## src/rtl/ex_muldiv_pkg.sv

```systemverilog
// ex_muldiv_pkg: opcode/funct constants, FSM states, stall bus type and signedness helpers for ex_muldiv.
package ex_muldiv_pkg;
  localparam logic [6:0] OPCODE_OP = 7'b0110011;
  localparam logic [6:0] FUNCT7_MULDIV = 7'b0000001;
  localparam logic [2:0] F3_MUL = 3'd0, F3_MULH = 3'd1, F3_MULHSU = 3'd2, F3_MULHU = 3'd3;
  localparam logic [2:0] F3_DIV = 3'd4, F3_DIVU = 3'd5, F3_REM = 3'd6, F3_REMU = 3'd7;
  typedef logic [5:0] stall_bus_t;
  typedef enum logic [1:0] {MD_IDLE, MD_BUSY, MD_DONE} md_state_t;
  function automatic logic rs1_signed(input logic [2:0] f3);
    return f3 == F3_MUL || f3 == F3_MULH || f3 == F3_MULHSU || f3 == F3_DIV || f3 == F3_REM;
  endfunction
  function automatic logic rs2_signed(input logic [2:0] f3);
    return f3 == F3_MUL || f3 == F3_MULH || f3 == F3_DIV || f3 == F3_REM;
  endfunction
endpackage

```

## src/rtl/ex_muldiv_iter.sv

```systemverilog
// muldiv_iter: 64-bit accumulator doing one radix-2 shift-add multiply or restoring-divide step per enable.
module muldiv_iter (
  input  logic        clk,
  input  logic        rst,
  input  logic        load,
  input  logic        step,
  input  logic        div,
  input  logic [31:0] a,
  input  logic [31:0] b,
  output logic [63:0] nxt
);
  logic [63:0] acc;
  logic [31:0] b_q;
  logic        div_q;
  logic [32:0] sum, diff;
  // multiply: {hi,lo} with lo = multiplier; divide: {remainder, dividend/quotient}
  always_comb begin
    sum = {1'b0, acc[63:32]} + (acc[0] ? {1'b0, b_q} : 33'd0);
    diff = acc[63:31] - {1'b0, b_q};
    nxt = div_q ? (diff[32] ? {acc[62:0], 1'b0} : {diff[31:0], acc[30:0], 1'b1}) : {sum, acc[31:1]};
  end
  always_ff @(posedge clk)
    if (!rst) begin
      acc <= '0;
      b_q <= '0;
      div_q <= 1'b0;
    end else if (load) begin
      acc <= {32'd0, a};
      b_q <= b;
      div_q <= div;
    end else if (step) acc <= nxt;
endmodule

```

## src/rtl/ex_muldiv.sv

```systemverilog
// ex_muldiv: iterative RV32M multiply/divide with pipeline stall; define MULDIV_DIV_EN for the divide datapath.
module ex_muldiv
  import ex_muldiv_pkg::*;
#(
  parameter int XLEN = 32
) (
  input  logic            clk,
  input  logic            rst,
  input  logic            rdy,
  input  stall_bus_t      stall_sign,
  input  logic [6:0]      ex_opcode,
  input  logic [2:0]      ex_funct3,
  input  logic [6:0]      ex_funct7,
  input  logic [XLEN-1:0] ex_reg1,
  input  logic [XLEN-1:0] ex_reg2,
  input  logic [4:0]      ex_wd,
  input  logic            ex_wreg,
  output logic [XLEN-1:0] md_result,
  output logic            md_valid,
  output logic [4:0]      md_wd,
  output logic            md_wreg,
  output logic            stallreq_md
);
  md_state_t   state, state_nxt;
  logic [4:0]  cnt;
  logic [2:0]  f3_q;
  logic        neg, neg_q, stall_c, stall_q, engage, start, special, sa, sb, div, stall_unused;
  logic [31:0] a_mag, b_mag, spec_res, fin;
  logic [63:0] nxt, full;
  assign stall_unused = ^{stall_sign[5], stall_sign[3:0]};
  assign engage = ex_opcode == OPCODE_OP && ex_funct7 == FUNCT7_MULDIV;
  assign start = state == MD_IDLE && engage;
  assign sa = rs1_signed(ex_funct3) && ex_reg1[31];
  assign sb = rs2_signed(ex_funct3) && ex_reg2[31];
  assign a_mag = sa ? -ex_reg1 : ex_reg1;
  assign b_mag = sb ? -ex_reg2 : ex_reg2;
  assign neg = ex_funct3[2] && ex_funct3[1] ? sa : sa ^ sb;
  assign full = neg_q ? -nxt : nxt;
`ifdef MULDIV_DIV_EN
  logic [31:0] dsel;
  assign div = ex_funct3[2];
  assign special = ex_funct3[2] && (ex_reg2 == '0 ||
                   (!ex_funct3[0] && ex_reg1 == 32'h8000_0000 && ex_reg2 == '1));
  assign spec_res = ex_reg2 == '0 ? (ex_funct3[1] ? ex_reg1 : '1) : (ex_funct3[1] ? '0 : 32'h8000_0000);
  assign dsel = f3_q[1] ? nxt[63:32] : nxt[31:0];
  assign fin = f3_q[2] ? (neg_q ? -dsel : dsel) : (f3_q == F3_MUL ? full[31:0] : full[63:32]);
`else
  assign div = 1'b0;
  assign special = ex_funct3[2];
  assign spec_res = '0;
  assign fin = f3_q == F3_MUL ? full[31:0] : full[63:32];
`endif
  muldiv_iter u_iter (
    .clk (clk),
    .rst (rst),
    .load(rdy && start && !special),
    .step(rdy && state == MD_BUSY),
    .div (div),
    .a   (a_mag),
    .b   (b_mag),
    .nxt (nxt)
  );
  always_comb begin
    state_nxt = state;
    case (state)
      MD_IDLE: state_nxt = engage ? (special ? MD_DONE : MD_BUSY) : MD_IDLE;
      MD_BUSY: state_nxt = cnt == 5'd0 ? MD_DONE : MD_BUSY;
      default: state_nxt = stall_sign[4] ? MD_DONE : MD_IDLE;
    endcase
  end
  always_ff @(posedge clk)
    if (!rst) state <= MD_IDLE;
    else if (rdy) state <= state_nxt;
  always_ff @(posedge clk)
    if (!rst) begin
      cnt <= '0;
      f3_q <= '0;
      neg_q <= 1'b0;
      stall_q <= 1'b0;
      md_result <= '0;
      md_wd <= '0;
      md_wreg <= 1'b0;
    end else if (rdy) begin
      stall_q <= stall_c;
      if (start) begin
        f3_q <= ex_funct3;
        neg_q <= neg;
        md_wd <= ex_wd;
        md_wreg <= ex_wreg;
        cnt <= special ? 5'd0 : 5'd31;
        if (special) md_result <= spec_res;
      end else if (state == MD_BUSY) begin
        cnt <= cnt - 5'd1;
        if (cnt == 5'd0) md_result <= fin;
      end
    end
  // while frozen the stall request must keep its last value, not follow the live inputs
  assign stall_c = rst && (state == MD_BUSY || start);
  assign stallreq_md = rdy ? stall_c : stall_q;
  assign md_valid = state == MD_DONE;
endmodule

```

## config.mk

```make
export PLATFORM = sky130hd
export DESIGN_NAME = ex_muldiv
export DESIGN_NICKNAME = d
export VERILOG_FILES = /design/src/rtl/ex_muldiv_pkg.sv /design/src/rtl/ex_muldiv_iter.sv /design/src/rtl/ex_muldiv.sv
export SDC_FILE = /design/constraint.sdc
export NUM_CORES = 1
export LEC_CHECK = 0
export CAP_MARGIN = 20
export CELL_PAD_IN_SITES_DETAIL_PLACEMENT = 0
export CELL_PAD_IN_SITES_GLOBAL_PLACEMENT = 1
export CORE_AREA = 8 8 186 188
export CTS_CLUSTER_SIZE = 25
export DETAILED_ROUTE_END_ITERATION = 6
export DIE_AREA = 0 0 194 196
export PLACE_DENSITY = 0.7
export SLEW_MARGIN = 20
export SYNTH_ARGS = -nofsm -noshare
export SYNTH_HDL_FRONTEND = slang
export SYNTH_SLANG_ARGS = --single-unit
```

## constraint.sdc

```tcl
create_clock -name clk -period 4.95 [get_ports clk]
set_input_delay 1.2375 -clock clk [delete_from_list [all_inputs] [get_ports clk]]
set_output_delay 1.2375 -clock clk [all_outputs]
set_load 0.01 [all_outputs]
```

==> impl_metrics.toml <==
[status]
status = "finished, final reports clean"

[power_and_ir_drop]
p_sw_uw = 638.4
p_sw_share_pct = 22.52
ir_worst_vdd_uv = 195.6
cellLeakagePower_uw = 0.005132
pwr-share-comb_pct = 7.7
power_uw = 2834
clkPwrFrac_pct = 50.9
pwr-share-seq_pct = 41.4
power.density_nw_per_um2 = 211.8
p_int_uw = 2196

[synthesis]
async_reset_ff_share_pct = 0
seq_area_frac_synth_pct = 26.76
synth_xor_area_share_pct = 10.26
synthAdderAreaFrac_pct = 4.307
netlist-cell-type-count = 84
ys_warn_count = 0
synth.ff_latch_count = 146
synth_nets = 1642
synth-edff-count = 0
syn_inst = 1509
netlist_area_um2 = 10920
syn_area_per_cell_um2 = 7.239
synth-simple-area-share_pct = 27.88
ys.flop_type = "dfxtp_1"
synth.area.mux_share_pct = 0.2864
synth_compound_area_share_pct = 26.11
synth_top_family_by_area = "simple AND/OR/NAND/NOR gates"

[grt]
grt_pass1_wl_um = 58880
grt_pass1_vias = 10668
grt_max_degree = 91
grt_usage_pct = 19.08
overflow = 0
antenna_found_initial = 0

[sta]
fmax_mhz = 221.6
slew_headroom_pct = 26.52
finalSetupViolCount = 0
rsz0062_at_grt = "false"
finalCritPeriodShare_pct = 91.17
tightestPinTransition_ps = 1102
hold_violations = 0
slew_viol_final = 0
skew_ps = 13.39
tns_ps = 0
whs_ps = 434.4
fin_crit_ps = 4513

[clock_network]
cts.sinks = 146
htree_num_levels = 4
cts_root_buffer = "clkbuf_16"
cts.path.max_buffers = 2
cts.clk_slew.worst_paths_ps = 60
cts_tree = "done"
cts_setup_buffers = 0
clock_latency_ps = 440
cts_buffers = 17

[layout]
drive_gt1_share_pct = 6.880
area_delta_synth_final_pct = 22.50
n_antenna_cell = 0
fin_nets = 1748
final_common_cell = "nand2_1"
fin_cells = 2036
layout_common_cells = "nand2_1, nor2_1, dfxtp_1"

[die]
die_w_um = 194
coreArea_um2 = 31880
die-area_um2 = 38020
row_count = 66
die_h_um = 196
ios = 136
initial_utilization_pct = 34.27

[drt]
wl_met2_um = 16440
drt_pass1_iterations = 6
m1WireLength_um = 17920
dr_total_vias = 11259
wl_um = 37260
avgRoutedWirePerCell_um = 18.30
antenna_left = 0
drt_iter0_markers = 659
topRoutingLayerUsed = "met4"
via_per_inst = 5.530
dr_wl_met3_um = 1948
drc = 0

[place]
io_buffers = 130
dpl.hpwl_um = 28680
gp_congestion = 0.8818
dp_cells = 2004

[setup_path]
critPathArrivalTime_ps = 3280
worst-setup-path-type = "input port to primary output"
crit_family = "buffers and inverters"
path_common_cell = "nand2_1"
cpPeakStageDelay_ps = 540
worst_setup_path_end_kind = "primary output"
startpoint_type = "input port"
crit_required_ps = 3710
slowest_stage = "clkdlybuf4s50_1"
crit_chain = "clkdlybuf4s50_1 -> nor4_1 -> nand2_1 -> nor2_1 -> nand2_1 -> nand2_1 -> a22o_1 -> clkdlybuf4s50_1"
cp_max_fo = 9
crit_buf_inv = 2

[worst_hold_path]
min_path_type = "flip-flop to flip-flop"

[flow_run]
cap_violations = 0
-- metrics by stage --
stage               utilization [%]  setup WS [ps]  instance area (um2)
floorplan                         -          947.2                10920
global placement              39.94          416.3                12730
detailed placement            39.94          331.3                12730
CTS                           41.97          312.2                13380
global route                  41.98          244.8                13380
finish                        41.98          436.9                13380
-- power groups by stage --
| stage | sequential, uW | combinational, uW | clock, uW |
|---|---|---|---|
| after floorplan | 1200 | 97.0 | 0 |
| final | 1170 | 217 | 1440 |
| after CTS | 1170 | 219 | 1470 |
| after detailed placement | 1200 | 218 | 0 |
| after global placement | 1200 | 216 | 0 |
| after global routing | 1170 | 237 | 1520 |
-- flip-flops by register name, indices dropped and copies added, names as in the netlist, 2 cells and up --
signal / cells
md_wd: 5
u_iter.b_q: 32
u_iter.acc: 64
md_result: 32
state: 2
cnt: 5
f3_q: 3
-- Yosys cell counts, drive strengths merged (3+ instances only) --
cell type    n  area share (%)
nand2      249             8.6
nor2       156             5.4
dfxtp      146              27
a21oi      131             6.0
o21ai       92             4.2
clkbuf      75             2.6
xor2        66             5.3
xnor2       62             5.0
and2        46             2.7
a211oi      40             2.7
ha          36             4.1
nor3        33             1.6
a311oi      30             2.4
nand3       27             1.3
inv         26            0.89
o211ai      26             1.8
o31ai       25             1.7
nor4        21             1.5
a21o        17             1.2
nand2b      17            0.97
and3        15            0.86
nand4       15            0.86
buf         14            0.93
o41ai       12            0.96
or4         12            0.95
nor2b       11            0.63
or3         10            0.57
o221ai       9            0.72
or2          8            0.48
a31oi        7            0.40
a22oi        6            0.41
o21a         6            0.41
o22ai        5            0.29
nand3b       4            0.27
o2111ai      4            0.32
a2111oi      3            0.24
and4         3            0.24
nor3b        3            0.25
-- what timing repair did --
action | in CTS | in global routing
resized for setup | 0 | 2
endpoints found under the setup margin | 0 | 2
hold buffers | 0 | 0
hold endpoints to repair | 0 | 0
-- final cells by class --
type	instances	area, um2
well taps	408	510.5
repair buffers	176	1659
flip-flops and latches	146	2925
clock inverters	8	146.4
multi-input cells	1248	7540
fillers	3303	18500
inverters	26	97.59
clock buffers	24	501.7
-- worst register-to-register path, stage by stage, from the launching register on --
cell	delay, ps
dfxtp_2	440
and2_1	200
ha_1	200
fa_1	430
a211oi_1	350
o21ai_1	230
a22o_1	320
or4_1	420
and4_1	260
a2111oi_0	610
nand4_1	240
o31ai_1	320
xnor2_1	210
o22ai_1	110
-- metal layers --
metal,global-route usage [%],vias up
met1,25.68,5252
met4,6.620,0
li1,-,5666
met5,0,-
met2,29.75,288
met3,4.147,53
-- kinds of logic (layout without fill, tap and decap cells) --
group           Yosys count  after routing
compound gates          440            440
xor+xnor                128            128
fa+ha+maj                37             37
buf+inv                 115            234
flops                   146            146
mux                       3              3
simple gates            640            640
-- path summary, 6_finish.rpt --
kind | startpoint | end | slack, ps | cells after the start
setup / recovery | ex_funct7[3] | stallreq_md | 440 | 8
hold / removal | md_result[16] | md_result[16] | 430 | 2
setup reg to reg | u_iter.acc[0] | md_result[28] | 450 | 13
hold reg to reg | md_result[16] | md_result[16] | 430 | 2
(Power assumes the default switching activity.)
